File: config.mk
export PLATFORM = sky130hd
export DESIGN_NAME = wb_trace
export DESIGN_NICKNAME = d
export VERILOG_FILES = /design/src/rtl/pigro_pkg.sv /design/src/rtl/trace_fifo.sv /design/src/rtl/wb_trace.sv
export SDC_FILE = /design/constraint.sdc
export NUM_CORES = 1
export LEC_CHECK = 0
export BUFFER_PORTS_ARGS = -buffer_cell sky130_fd_sc_hd__buf_2
export CORE_MARGIN = 1
export CORE_UTILIZATION = 46
export CTS_CLUSTER_SIZE = 25
export DETAILED_ROUTE_END_ITERATION = 6
export GPL_ROUTABILITY_DRIVEN = 0
export PLACE_DENSITY = 0.75
export SETUP_SLACK_MARGIN = 0.1
export SKIP_LAST_GASP = 1
export SYNTH_ARGS = -nofsm -noshare
export SYNTH_HDL_FRONTEND = slang
export SYNTH_SLANG_ARGS = --single-unit
File: constraint.sdc
create_clock -name clk -period 16.61 [get_ports clk]
set_input_delay 0.8305 -clock clk [delete_from_list [all_inputs] [get_ports clk]]
set_output_delay 0.8305 -clock clk [all_outputs]
set_load 0.005 [all_outputs]
File: src/rtl/pigro_pkg.sv
`default_nettype none
// ============================================================================
// Module      : pigro_pkg
// Description : Shared PIGRO pipeline widths, opcode constants and the
//               layout of a writeback trace record body.
// Revision    : 1.0 - initial release
// ============================================================================
package pigro_pkg;

    localparam int OPC_W   = 5;
    localparam int PC_W    = 5;
    localparam int RADDR_W = 4;
    localparam int DATA_W  = 32;

    // Load opcode: the retired value comes from memory, not the ALU
    localparam logic [OPC_W-1:0] OP_LOAD = 5'd3;

    // Trace record body, MSB first: {pc, opcode, dest, result}.
    // The full record prepends the capture timestamp above this body.
    typedef struct packed {
        logic [PC_W-1:0]    pc;
        logic [OPC_W-1:0]   opcode;
        logic [RADDR_W-1:0] dest;
        logic [DATA_W-1:0]  result;
    } rec_body_t;

    localparam int BODY_W = PC_W + OPC_W + RADDR_W + DATA_W;

    // Value the instruction actually wrote back
    function automatic logic [DATA_W-1:0] select_result(
        input logic [OPC_W-1:0]  opcode,
        input logic [DATA_W-1:0] aluout,
        input logic [DATA_W-1:0] lmdout
    );
        return (opcode == OP_LOAD) ? lmdout : aluout;
    endfunction

endpackage
`default_nettype wire

File: src/rtl/trace_fifo.sv
`default_nettype none
// ============================================================================
// Module      : trace_fifo
// Description : Generic synchronous FIFO with push/pop/flush. A push while
//               full is accepted only when a pop frees a slot the same edge.
//               Full/empty are decoded from the occupancy register.
// Revision    : 1.0 - initial release
// ============================================================================
module trace_fifo #(
    parameter int WIDTH = 8,
    parameter int DEPTH = 8,
    parameter int CNT_W = $clog2(DEPTH + 1)
) (
    input  logic             clk,
    input  logic             rst,
    input  logic             push,
    input  logic             pop,
    input  logic             flush,
    input  logic [WIDTH-1:0] wr_data,
    output logic [WIDTH-1:0] rd_data,
    output logic             full,
    output logic             empty,
    output logic [CNT_W-1:0] count
);

    localparam int PTR_W = $clog2(DEPTH);

    logic [WIDTH-1:0] mem [DEPTH];
    logic [PTR_W-1:0] wr_ptr;
    logic [PTR_W-1:0] rd_ptr;
    logic             push_ok;
    logic             pop_ok;

    assign full    = (count == CNT_W'(DEPTH));
    assign empty   = (count == '0);
    assign pop_ok  = pop & ~empty;
    assign push_ok = push & (~full | pop_ok);

    // Head is read straight from storage; empty reads as zero
    assign rd_data = empty ? '0 : mem[rd_ptr];

    // Pointer and occupancy update; flush behaves like a soft reset
    always_ff @(posedge clk) begin
        if (rst || flush) begin
            wr_ptr <= '0;
            rd_ptr <= '0;
            count  <= '0;
        end else begin
            if (push_ok) begin
                wr_ptr <= wr_ptr + PTR_W'(1);
            end
            if (pop_ok) begin
                rd_ptr <= rd_ptr + PTR_W'(1);
            end
            case ({push_ok, pop_ok})
                2'b10:   count <= count + CNT_W'(1);
                2'b01:   count <= count - CNT_W'(1);
                default: count <= count;
            endcase
        end
    end

    // Storage write; contents need no reset since count gates visibility
    always_ff @(posedge clk) begin
        if (push_ok && !flush && !rst) begin
            mem[wr_ptr] <= wr_data;
        end
    end

endmodule
`default_nettype wire

File: src/rtl/wb_trace.sv
`default_nettype none
// ============================================================================
// Module      : wb_trace
// Description : Writeback retirement trace buffer. Captures each retired
//               instruction as a timestamped record, queues it in a FIFO and
//               drains it over a valid/ready port. Never back-pressures the
//               pipeline: records arriving to a full FIFO are counted.
// Revision    : 1.0 - initial release
// ============================================================================
module wb_trace
    import pigro_pkg::*;
#(
    parameter int DEPTH = 8,
    parameter int TS_W  = 16,
    parameter int CNT_W = $clog2(DEPTH + 1)
) (
    input  logic                   clk,
    input  logic                   rst,
    input  logic                   e_WB,
    input  logic [PC_W-1:0]        pc_WB,
    input  logic [OPC_W-1:0]       opcode_WB,
    input  logic [RADDR_W-1:0]     destaddr_WB,
    input  logic [DATA_W-1:0]      aluout_WB,
    input  logic [DATA_W-1:0]      lmdout_WB,
    input  logic                   flush,
    output logic                   t_valid,
    input  logic                   t_ready,
    output logic [TS_W+BODY_W-1:0] t_data,
    output logic [CNT_W-1:0]       t_count,
    output logic [7:0]             dropped,
    output logic                   overflow
);

    localparam int REC_W = TS_W + BODY_W;

    logic [TS_W-1:0]  ts_ctr;
    rec_body_t        body;
    logic [REC_W-1:0] record;
    logic             push;
    logic             pop;
    logic             full;
    logic             empty;
    logic             drop;

    assign push = e_WB & ~flush;
    assign pop  = t_valid & t_ready;
    // Lost only when full and nothing leaves on the same edge
    assign drop = push & full & ~pop;

    assign t_valid = ~empty;

    always_comb begin
        body        = '0;
        body.pc     = pc_WB;
        body.opcode = opcode_WB;
        body.dest   = destaddr_WB;
        body.result = select_result(opcode_WB, aluout_WB, lmdout_WB);
    end

    assign record = {ts_ctr, body};

    // Free-running timestamp, wraps naturally
    always_ff @(posedge clk) begin
        if (rst) begin
            ts_ctr <= '0;
        end else begin
            ts_ctr <= ts_ctr + TS_W'(1);
        end
    end

    // Drop accounting: saturating counter and sticky flag, cleared only by rst
    always_ff @(posedge clk) begin
        if (rst) begin
            dropped  <= '0;
            overflow <= 1'b0;
        end else if (drop) begin
            if (dropped != 8'hFF) begin
                dropped <= dropped + 8'd1;
            end
            overflow <= 1'b1;
        end
    end

    trace_fifo #(
        .WIDTH (REC_W),
        .DEPTH (DEPTH),
        .CNT_W (CNT_W)
    ) u_fifo (
        .clk     (clk),
        .rst     (rst),
        .push    (push),
        .pop     (pop),
        .flush   (flush),
        .wr_data (record),
        .rd_data (t_data),
        .full    (full),
        .empty   (empty),
        .count   (t_count)
    );

endmodule
`default_nettype wire

# Word-level counts from Yosys, hierarchy flattened
# Memories as Yosys holds them, arrays and structs flattened. A register that Yosys moved wholly into a read port is not among the register bits.
# Index checks and enable logic that the tools add are counted.
op_classes:
  muxes: 7
  addsub: 6
  n_eq_ne: 5
  reduce_logical: 8
  bitwise_logic: 11
op_table:
  columns: ["cell", "n"]
  rows:
  - ["62-bit 2-to-1 mux", 1]
  - ["32-bit 2-to-1 mux", 1]
  - ["16-bit by 1-bit adder with 16-bit output (second input constant)", 1]
  - ["8-bit by 1-bit adder with 8-bit output (second input constant)", 1]
  - ["8-bit != test (second input constant)", 1]
  - ["4-bit one-hot mux with 2 select lines", 1]
  - ["3-bit by 1-bit adder with 3-bit output (second input constant)", 2]
  - ["1-bit bitwise AND", 6]
  - ["3-bit 2-to-1 mux", 2]
  - ["5-bit by 2-bit equality test with 1-bit output (second input constant)", 1]
  - ["4-bit by 1-bit adder with 4-bit output (second input constant)", 1]
  - ["4-bit equality test (second input constant)", 1]
  - ["4-bit zero test", 1]
  - ["1-bit inverter", 4]
  - ["4-bit by 1-bit subtractor with 4-bit output (second input constant)", 1]
  - ["2-bit by 1-bit equality test with 1-bit output (second input constant)", 1]
  - ["2-bit equality test (second input constant)", 1]
  - ["1-bit logical AND", 2]
  - ["1-bit zero test", 2]
  - ["1-bit 2-to-1 mux", 2]
  - ["2-bit AND reduction", 1]
  - ["2-bit nonzero test", 1]
  - ["1-bit logical OR", 1]
  - ["1-bit bitwise OR", 1]
totals:
  regBits: 35
  inputBits: 83
  out_inout_bits: 76
  mem_bits_rw: 496
  wordCells: 44
  n_memories: 1
mem_list:
  columns: ["memory", "depth", "width", "rd", "rd_clocked_by_memory_dff", "write_ports", "line", "source"]
  rows:
  - ["u_fifo.mem", 8, 62, 1, 1, 1, "trace_fifo.sv:28", "logic [WIDTH-1:0] mem [DEPTH];"]

# Longest topological paths before layout
# Gate-level depths: netlist (run 1).
depth:
  ltp_word: 10
  depth_mapped: 8

# Modules after synthesis
# Synthesis (run 1) repeated with hierarchy kept, for this count alone.
hier_totals:
  cells_unflattened: 1037
  hier_area_um2: 21229.1
modules_own_cells:
  columns: ["module", "cells_each", "seq_area_each_um2", "instances", "area_each_um2"]
  rows:
  - ["trace_fifo", 870, 15154.5, 1, 19530.0]
  - ["wb_trace", 167, 500.5, 1, 1699.1]

# Worst setup path before layout (run 1)
# Ideal clock, no wire load.
synth_path:
  path_kind: "input to register"
  from: "input port e_WB"
  to: "memory u_fifo.mem[0][0] in the netlist's numbering (enable)"
  cell_stages: 4
  arrival_ns: 7.830
  n_path_buf: 1
  required_time_ns: 15.953
  setup_slack_ns: 8.123
  cell_sequence: "nor2b_1 clkbuf_1 o21ai_4 nor4b_1"
synth_between:
  elab_chain_len: 6
synth_rtl:
  columns: ["item", "line", "source"]
  rows:
  - ["start, declared", "wb_trace.sv:19", "input logic e_WB,"]
  - ["1-bit bitwise AND", "wb_trace.sv:45", "assign push = e_WB & ~flush;"]
  - ["1-bit bitwise AND", "trace_fifo.sv:37", "assign push_ok = push & (~full | pop_ok);"]
  - ["1-bit logical AND (2 in series)", "trace_fifo.sv:65", "if (push_ok && !flush && !rst) begin"]
  - ["1-bit 2-to-1 mux", "trace_fifo.sv:65", null]
  - ["1-bit 2-to-1 mux (implied by the code)", "trace_fifo.sv:66", "mem[wr_ptr] <= wr_data;"]
  - ["end, declared", "trace_fifo.sv:28", null]
# No other way between the ends.

==> reports/metrics.yaml, run 1 <==
synth:
  synth_compound_area_share_pct: 1.08
  synth_nets: 1122
  yosys.area_share.simple_pct: 3.59
  synth_top_family_by_area: "multiplexers"
  synth_cell_types: 46
  ys_ff_latch: 534
  synthAdderAreaFrac_pct: 0.298
  synth_xor_area_share_pct: 0.834
  ys_warn_count: 0
  synth_area_um2: 21000
  netlist_instances: 1034
  postSynthAreaPerCell_um2: 20.3
  ys_seq_area_share_pct: 74.5
  synth.area.mux_share_pct: 18.2
placement:
  placed_area_um2: 22400
  place_hpwl_um: 20700
  portBuffers: 158
worst_setup_path:
  setup.worst_path.class: "flop to output pin"
  crit_path_end_kind: "output pin"
  cp.arrival_ns: 3.50
  rr_startpoint: "u_fifo.count[2]"
  setup.worst_path.end: "t_data[52]"
  path_max_fanout: 71
  reg2reg_depth: 4
  start_kind: "flop"
  rrSetupSlack_ns: 13.87
  timing.rr.end: "u_fifo.mem[4][2]"
  critPathRequiredTime_ns: 15.78
grt:
  grt_pass1_vias: 10632
  grt-ovfl-total: 0
  globalRouteTotalUtil_pct: 17.5
  antenna_found_initial: 1
  grt_pass1_wl_um: 62000
  grt_max_degree: 125
die:
  row_count: 77
  fp.dieW_um: 216
  core-area_um2: 44600
  die_area_um2: 46500
  ios: 159
  initial_core_util_pct: 47.1
  dieHeight_um: 216
sta:
  fmax_mhz: 231
  relSlewSlack_pct: 24.7
  rsz0062_at_grt: "false"
  min_period_ns: 4.33
  hold_viol: 0
  setup_viol: 0
  fin_skew_ns: 0.0282
  finalMaxSlewViolations: 0
  worst_pin_slew_ns: 1.13
  hold_ws_ns: 0.477
  timing.setup.tns_ns: 0
  finalCritPeriodShare_pct: 26.1
cells_and_area:
  antenna_cells: 0
  nFillCells: 3401
  nets: 1291
  drive_above_1_share_pct: 31.6
  multi_input_area_um2: 5090
  syn_to_final_growth_pct: 14.7
  ff_latch_area_um2: 15700
  final_area_um2: 24100
  utilization_pct: 54.0
route:
  first_pass_iters: 4
  totalWireLength_um: 40200
  wl_per_cell_um: 21.9
  vias: 10201
  vias_per_cell: 5.56
  drc: 0
  ant_nets: 0
  drt_iter0_drc: 734
cts:
  cts_hold_buf: 0
  clk_path_buf_depth: 3
  cts_tree: "yes"
  insertion_delay_ns: 0.59
  cts_buffers: 52
  cts_max_level: 2
  root_buffer: "clkbuf_16"
  clk_pin_slew_ns: 0.06
  post_cts_buffers: 0
  cts_sinks: 534
  cts_resized: 0
run_status:
  status: "complete, no violations"
pwr:
  p_per_area_nw_per_um2: 112
  ir_drop_mv: 0.0848
  p_leak_nw: 7.72
  finalPower_mw: 2.69
worst_hold_path:
  hp-class: "flop to flop"
job:
  maxCapViolCount: 0
[state kept, by name (all words and copies together), names as in the netlist, named ones only]
| signal | count |
|---|---|
| u_fifo.count | 4 |
| u_fifo.wr_ptr | 3 |
| u_fifo.mem | 496 |
| u_fifo.rd_ptr | 3 |
| overflow | 1 |
| dropped | 8 |
| ts_ctr | 16 |
[cell families (layout without fill, tap and decap cells)]
group	after synthesis	count (layout)
AND/OR/NAND/NOR	158	158
flip-flops	534	534
multiplexers	223	223
XOR/XNOR	20	20
AO/OA/AOI/OAI	31	31
adder cells (fa/ha/maj)	5	5
buffers and inverters	63	271
[placed cells by master (no fill, tap or decap), types with 14 or more instances in the layout]
| cell type | netlist | routed |
|---|---|---|
| buf_2 | 13 | 158 |
| dfxtp_1 | 38 | 35 |
| clkinv_2 | 0 | 14 |
| clkbuf_16 | 0 | 52 |
| mux4_2 | 124 | 124 |
| mux2i_1 | 67 | 67 |
| edfxtp_1 | 496 | 496 |
| mux2_1 | 32 | 32 |
| nor2_1 | 96 | 93 |
[critical path, stage by stage, from the launching register on]
cell	delay [ns]
dfxtp_4	0.89
buf_4	0.91
mux4_2	0.41
mux2i_1	0.38
nor2_1	0.08
buf_2	0.17
[synthesized netlist by cell type (all sizes together)]
| library cell | instances | share of area [%] |
|---|---|---|
| nor2b | 2 | 0.060 |
| nor2 | 96 | 1.7 |
| o211ai | 4 | 0.21 |
| nor3 | 9 | 0.21 |
| mux2 | 32 | 1.7 |
| mux2i | 67 | 3.2 |
| nor4b | 2 | 0.15 |
| a211oi | 1 | 0.036 |
| or4b | 1 | 0.066 |
| xor2 | 10 | 0.42 |
| ha | 5 | 0.30 |
| nand3b | 1 | 0.036 |
| nand4 | 6 | 0.18 |
| edfxtp | 496 | 71 |
| mux4 | 124 | 13 |
| a31o | 1 | 0.042 |
| o41ai | 2 | 0.12 |
| o21ai | 7 | 0.22 |
| dfxtp | 38 | 3.6 |
| or3 | 6 | 0.18 |
| and4 | 1 | 0.042 |
| clkbuf | 24 | 0.43 |
| nor3b | 1 | 0.060 |
| or2 | 1 | 0.030 |
| buf | 31 | 0.88 |
| a311oi | 1 | 0.042 |
| xnor2 | 10 | 0.42 |
| nor4 | 6 | 0.25 |
| nand2 | 11 | 0.20 |
| nand2b | 1 | 0.030 |
| and3 | 3 | 0.089 |
| nand3 | 9 | 0.21 |
| inv | 8 | 0.14 |
| o31ai | 3 | 0.11 |
| or4 | 2 | 0.071 |
| o2111ai | 1 | 0.042 |
| a21oi | 11 | 0.26 |
[cell type report]
| cell class | count | share of cell area (%) |
|---|---|---|
| Inverter | 8 | 0.125 |
| Clock inverter | 32 | 1.34 |
| Clock buffer | 61 | 5.54 |
| Tap cell | 592 | 3.08 |
| Sequential cell | 534 | 65.1 |
| Timing Repair Buffer | 170 | 3.71 |
| Multi-Input combinational cell | 437 | 21.1 |
[power breakdown]
part	internal, mW	switching, mW	total, mW
clock network	0.667	0.480	1.15
registers	1.47	0.00440	1.48
logic	0.0289	0.0418	0.0707
total	2.17	0.526	2.69
[routing by layer]
metal  wire [um]  track usage, %
met5           0               0
met1       17400            24.0
met2       20200            29.3
met4         653            4.47
met3        1990            2.82
[per-stage QoR]
stage / instances / worst slack [ns]
after detailed placement: 1741 / 12.86
after CTS: 1834 / 12.24
final: 1834 / 12.28
after global placement: 1741 / 12.88
after global routing: 1834 / 12.14
after floorplan: 1034 / 8.12
[how the worst min path moves through the flow]
stage / start / to / slack [ns] / cells after the start
final: overflow / overflow / 0.48 / 2
after global routing: destaddr_WB[0] / u_fifo.mem[6][32] / 0.52 / 1
after CTS: overflow / overflow / 0.48 / 2
after detailed placement: overflow / overflow / 0.46 / 2
after global placement: overflow / overflow / 0.45 / 2
after floorplan: overflow / overflow / 0.46 / 2
Power figures use the tool's default switching activity.
==> run 2: changes to the inputs <==
- ABC_AREA: not set -> 1
- clock period: 16.61 -> 4 ns (I/O delays scaled with it)
==> run 2 against run 1 <==
  * Global-route usage is 3.1 points higher
  * Hold slack worse by 0.42 ns
  * Critical endpoint is now t_data[0]
  * Sequential cell count stayed put
  * Register-to-register slack worse by 13 ns
==> reports/metrics.yaml, run 2 <==
worst_setup_path:
  reg2reg_depth: 7  # +3
  cp_cell_sequence: "buf_12, nor2_1, nor2_1, o21ai_1, o21ai_1, o21ai_0, nor2_1, buf_2"
  path_max_fanout: 248  # +250%
  cp_top_family: "buffers and inverters"
  crit_buf_inv: 2  # unchanged
  path_common_cell: "nor2_1"
  crit_path_end_kind: "output pin"
  timing.rr.end: "u_fifo.mem[3][34]"
  crit_cells: 8  # +3
  critPathSlowestCell: "buf_12"
  critPathRequiredTime_ns: 3.80  # -11.98 ns
  rrSetupSlack_ns: 1.23  # -12.64 ns
  setup.worst_path.class: "flop to output pin"
  slowest_delay_ns: 0.64  # -0.27 ns
  rr_startpoint: "u_fifo.count[1]"
  cp.arrival_ns: 2.94  # -0.56 ns
  setup.worst_path.end: "t_data[0]"
  start_kind: "flop"
cts:
  clk_path_buf_depth: 3  # unchanged
  cts_tree: "yes"
  root_buffer: "clkbuf_16"
  cts_resized: 0  # unchanged
  clk_pin_slew_ns: 0.06  # about the same
  post_cts_buffers: 0  # unchanged
  insertion_delay_ns: 0.58  # about the same
  cts_max_level: 2  # unchanged
  cts_sinks: 534  # unchanged
  cts_buffers: 52  # unchanged
  cts_hold_buf: 15  # +15
cells_and_area:
  top_regs: "u_fifo.mem (496), ts_ctr (16), dropped (8)"
  syn_to_final_growth_pct: 14.1
  regMostFlops: "u_fifo.mem"
  drive_above_1_share_pct: 13.7  # -18 points
  final_cell_mix: "nor2_1, edfxtp_1, o21ai_1, buf_2, o21ai_0"
  final_common_cell: "nor2_1"
  utilization_pct: 53.1  # -0.92 points
  nets: 2001  # +55%
  largest_reg_flops: 496  # unchanged
route:
  drt_iter0_drc: 1374  # +87%
  drc: 0  # unchanged
  vias: 14235  # +40%
  wl_per_cell_um: 19.3  # -12%
  totalWireLength_um: 49400  # +23%
  vias_per_cell: 5.56  # about the same
  ant_nets: 0  # unchanged
  first_pass_iters: 5  # +1
synth:
  ys_seq_area_share_pct: 72.5  # -2.1 points
  synth_edf_count: 496  # unchanged
  ys_ff_latch: 534  # unchanged
  yosysTopAreaCellShare_pct: 68.9  # -2.0 points
  postSynthAreaPerCell_um2: 12.2  # -40%
  ys_top_cells_by_count: "nor2_1, edfxtp_1, o21ai_1, o21ai_0, o32ai_1"
  synth_cell_types: 28  # -39%
  yosysTopAreaCell: "edfxtp_1"
  synth_nets: 1860  # +66%
  synth_top_family_by_area: "simple AND/OR/NAND/NOR gates"
  synthAdderAreaFrac_pct: 0.290  # -0.0083 points
  synth_area_um2: 21600  # +2.9%
  synth_xor_area_share_pct: 0.284  # -0.55 points
  synth_most_common_cell: "nor2_1"
  netlist_instances: 1772  # +71%
  synth_flop_cell: "edfxtp_1"
  ys_warn_count: 0  # unchanged
  synth_area_leaders: "edfxtp_1, nor2_1, o21ai_1, o21ai_0, dfxtp_1"
  synth.area.mux_share_pct: 1.67  # -17 points
  synth_compound_area_share_pct: 10.7  # +9.6 points
  yosys.area_share.simple_pct: 11.2  # +7.6 points
  async_flop_share_pct: 0  # unchanged
worst_hold_path:
  hp-class: "input pin to flop"
  hold_depth: 4  # +2
sta:
  relSlewSlack_pct: 19.4  # -5.3 points
  setup_viol: 0  # unchanged
  hold_viol: 0  # unchanged
  finalMaxSlewViolations: 0  # unchanged
  finalCritPeriodShare_pct: 78.6
  fin_skew_ns: 0.0133  # -0.0148 ns
  hold_ws_ns: 0.0541  # -0.423 ns
  fmax_mhz: 318
  worst_pin_slew_ns: 1.21  # +0.0784 ns
  rsz0062_at_grt: "false"
  min_period_ns: 3.14
pwr:
  ir_drop_mv: 0.299  # +250%
  p_per_area_nw_per_um2: 464  # +310%
  p_leak_nw: 8.60  # +11%
grt:
  antenna_found_initial: 1  # unchanged
  grt-ovfl-total: 0  # unchanged
  grt_pass1_wl_um: 75500  # +22%
  grt_pass1_vias: 13870  # +30%
  grt_max_degree: 249  # +99%
  globalRouteTotalUtil_pct: 20.6  # +3.1 points
placement:
  place_hpwl_um: 26300  # +27%
  portBuffers: 158  # unchanged
die:
  ios: 159  # unchanged
  row_count: 79  # +2.6%
  initial_core_util_pct: 46.5  # -0.58 points
  die_area_um2: 47800  # +2.8%
  fp.dieW_um: 219  # +1.4%
  core-area_um2: 46500  # +4.1%
  dieHeight_um: 219  # +1.4%
job:
  maxCapViolCount: 0  # unchanged
run_status:
  status: "complete, no violations"
-- run 2: cell count changes in the layout (fill, tap and decap cells not counted), moves of 12 or more --
cell	previous run	this run
nor2_1	93	532
clkbuf_1	9	21
o21ai_0	6	155
o21ai_1	0	172
mux2i_1	67	0
mux4_2	124	0
o32ai_1	0	62
dlygate4sd3_1	0	15
nand2_1	11	56
inv_1	7	35
a21oi_1	11	24
-- run 2: cell type report --
| type | count | area, um^2 |
|---|---|---|
| Sequential cell | 534 | 15700 |
| Clock buffer | 74 | 1410 |
| Fill cell | 3741 | 21800 |
| Antenna cell | 1 | 2.50 |
| Clock inverter | 20 | 195 |
| Tap cell | 607 | 759 |
| Inverter | 41 | 159 |
| Timing Repair Buffer | 196 | 1190 |
| Multi-Input combinational cell | 1088 | 5280 |
-- run 2: per-layer routing --
layer	vias to the layer above	GRT usage, %	wire length (um)
li1	6632	-	-
met2	558	34.5	23900
met3	99	3.65	3780
met1	6944	27.3	20400
met5	-	0	13
met4	2	6.18	1290
-- run 2: worst min-delay path, cell delays in order --
cell,delay (ns)
buf_2,0.09
nor2_1,0.15
nand2_1,0.11
nor2_1,0.03
-- run 2: cell families (layout without fill, tap and decap cells) --
group	count (synthesis)	after routing
AND/OR/NAND/NOR	629	629
AO/OA/AOI/OAI	415	415
XOR/XNOR	7	7
flip-flops	534	534
multiplexers	32	32
buffers and inverters	150	331
other	0	1
adder cells (fa/ha/maj)	5	5
-- run 2: worst min-delay path by stage --
stage | from | to | slack [ns]
after floorplan | destaddr_WB[0] | u_fifo.mem[0][32] | 0.30
after global placement | u_fifo.rd_ptr[2] | flop | 0.44
after detailed placement | overflow | overflow | 0.46
after CTS | flush | u_fifo.count[3] | 0.01
after global routing | flush | u_fifo.count[3] | 0.05
final | flush | u_fifo.count[3] | 0.05
-- run 2: per-stage QoR --
step	setup WS, ns	area [um^2]	cells	power [mW]	TNS, ns
floorplan	-1.70	21600	1772	6.63	-438.32
global route	0.667	24600	2560	11.8	0
global placement	1.30	22900	2451	6.87	0
detailed placement	1.24	22900	2451	6.89	0
CTS	0.832	24600	2560	11.5	0
finish	0.858	24700	2561	11.4	0
-- run 2: power breakdown --
group / switching, mW / total, mW / internal, mW
combinational: 0.414 / 0.639 / 0.224
clock: 1.95 / 4.64 / 2.69
sequential: 0.0281 / 6.15 / 6.12
total: 2.39 / 11.4 / 9.04
==> run 3: changes to the inputs <==
- clock period: 4 -> 2.9 ns (I/O delays scaled with it)
==> run 3 against run 2 <==
  * Non-clock buffer count increased by 23
  * Final area rose by 1.6%
  * Combinational power increased by 43%
  * Critical path depth down 1
  * Sequential power increased by 38%
  * Clock skew is 0.0020 ns higher
  * Via count up 0.39%
  * Clock power grew 42%
  * Register-to-register slack got worse by 0.50 ns
  * Global-route usage shrank 0.12 points
  * Hold slack got worse by 0.034 ns
  * Critical endpoint is now t_data[55]
  * Largest power group unchanged
==> reports/metrics.yaml, run 3 (synthesized netlist as in run 2, its figures left out) <==
run_status:
  status: "complete, no violations"
placement:
  place_inst: 2467  # +0.65%
  portBuffers: 158  # unchanged
  placed_area_um2: 23100  # +1.0%
  place_hpwl_um: 26700  # +1.6%
worst_setup_path:
  critPathRequiredTime_ns: 2.76  # -1.04 ns
  start_kind: "flop"
  crit_path_end_kind: "output pin"
  cp.arrival_ns: 2.51  # -0.43 ns
  path_max_fanout: 61  # -75%
  setup.worst_path.class: "flop to output pin"
cells_and_area:
  final_cells: 2588  # +1.1%
  nets: 2025  # +1.2%
  syn_to_final_growth_pct: 16.0
  final_common_cell: "nor2_1"
  largest_reg_flops: 496  # unchanged
  final_area_um2: 25100  # +1.6%
  utilization_pct: 53.9  # +0.86 points
  drive_above_1_share_pct: 14.9  # +1.3 points
  nFillCells: 3779  # +1.0%
  antenna_cells: 0  # -1
  regMostFlops: "u_fifo.mem"
  final_cell_mix: "nor2_1, edfxtp_1, o21ai_1, buf_2, o21ai_0"
  top_regs: "u_fifo.mem (496), ts_ctr (16), dropped (8)"
die:
  initial_core_util_pct: 46.5  # unchanged
  dieHeight_um: 219  # unchanged
  fp.dieW_um: 219  # unchanged
  ios: 159  # unchanged
  die_area_um2: 47800  # unchanged
  row_count: 79  # unchanged
  core-area_um2: 46500  # unchanged
route:
  vias: 14290  # +0.39%
  wl_per_cell_um: 18.8  # -2.4%
  vias_per_cell: 5.52  # -0.66%
  drt_iter0_drc: 1352  # -1.6%
  ant_nets: 0  # unchanged
  drc: 0  # unchanged
  totalWireLength_um: 48800  # -1.4%
  first_pass_iters: 5  # unchanged
grt:
  grt-ovfl-total: 0  # unchanged
  grt_pass1_wl_um: 75700  # +0.34%
  globalRouteTotalUtil_pct: 20.4  # -0.12 points
  grt_max_degree: 157  # -37%
  antenna_found_initial: 1  # unchanged
  grt_pass1_vias: 13951  # +0.58%
sta:
  hold_viol: 0  # unchanged
  finalCritPeriodShare_pct: 91.5
  fmax_mhz: 377
  setup_viol: 0  # unchanged
  min_period_ns: 2.65
  worst_pin_slew_ns: 0.920  # -0.287 ns
  timing.setup.tns_ns: 0  # unchanged
  fin_skew_ns: 0.0153  # +0.00198 ns
  rsz0062_at_grt: "true"
  finalMaxSlewViolations: 0  # unchanged
  relSlewSlack_pct: 38.6  # +19 points
cts:
  cts_buffers: 53  # +1.9%
  clk_pin_slew_ns: 0.06  # about the same
  cts_max_level: 2  # unchanged
  insertion_delay_ns: 0.59  # about the same
  root_buffer: "clkbuf_16"
  cts_tree: "yes"
  cts_sinks: 534  # unchanged
  clk_path_buf_depth: 3  # unchanged
pwr:
  p_per_area_nw_per_um2: 639  # +38%
  p_leak_nw: 8.77  # +2.0%
  ir_drop_mv: 0.534  # +78%
worst_hold_path:
  hp-class: "input pin to flop"
job:
  maxCapViolCount: 0  # unchanged
## run 3: repair_timing
action | CTS | global route
endpoints found under the hold margin | 145 | 0
buffers inserted | 0 | 1
gates resized for setup | 0 | 2
endpoints found under the setup margin | 0 | 8
hold buffers | 21 | 0
## run 3: worst max-delay path, stage by stage (launching register included)
cell     delay [ns]
dfxtp_4        0.38
inv_8          0.31
buf_4          0.31
nor2_1         0.06
o32ai_1        0.28
nor2_1         0.10
nor2_1         0.27
buf_2          0.17
## run 3: area by class of cell
type | instances | area [um^2] | share of cell area, %
inverter | 41 | 161 | 0.644
timing repair buffer | 219 | 1470 | 5.85
tap | 607 | 759 | 3.03
clock buffer | 74 | 1490 | 5.94
clock inverter | 25 | 195 | 0.779
sequential | 534 | 15700 | 62.5
multi-input combinational | 1088 | 5320 | 21.2
## run 3: path summary, 6_finish.rpt
kind	end	cells past startpoint	slack, ns	start
hold reg to reg	flop	2	0.47	u_fifo.rd_ptr[2]
setup / recovery	t_data[55]	7	0.25	flop
hold / removal	u_fifo.mem[6][31]	2	0.02	lmdout_WB[31]
setup reg to reg	u_fifo.count[2]	12	0.73	u_fifo.count[0]
## run 3: stage by stage
stage | power (mW) | hold WS, ns | setup WS [ns]
floorplan | 9.15 | 0.244 | -0.0492
global placement | 9.50 | 0.417 | 0.877
detailed placement | 9.53 | 0.423 | 0.766
CTS | 16.1 | 0.00192 | 0.129
global route | 16.5 | 0.0214 | 0.0874
finish | 16.0 | 0.0201 | 0.246
## run 3: routing by layer
metal	routed length (um)	vias to the layer above	track usage, %
li1	-	6702	-
met1	20500	7009	27.5
met2	23700	509	33.6
met3	3580	70	4.29
met4	962	0	5.49
met5	0	-	0
## run 3: power breakdown
group | internal (mW) | switching (mW) | total [mW]
clock | 3.83 | 2.78 | 6.61
combinational | 0.330 | 0.582 | 0.912
sequential | 8.44 | 0.0321 | 8.48
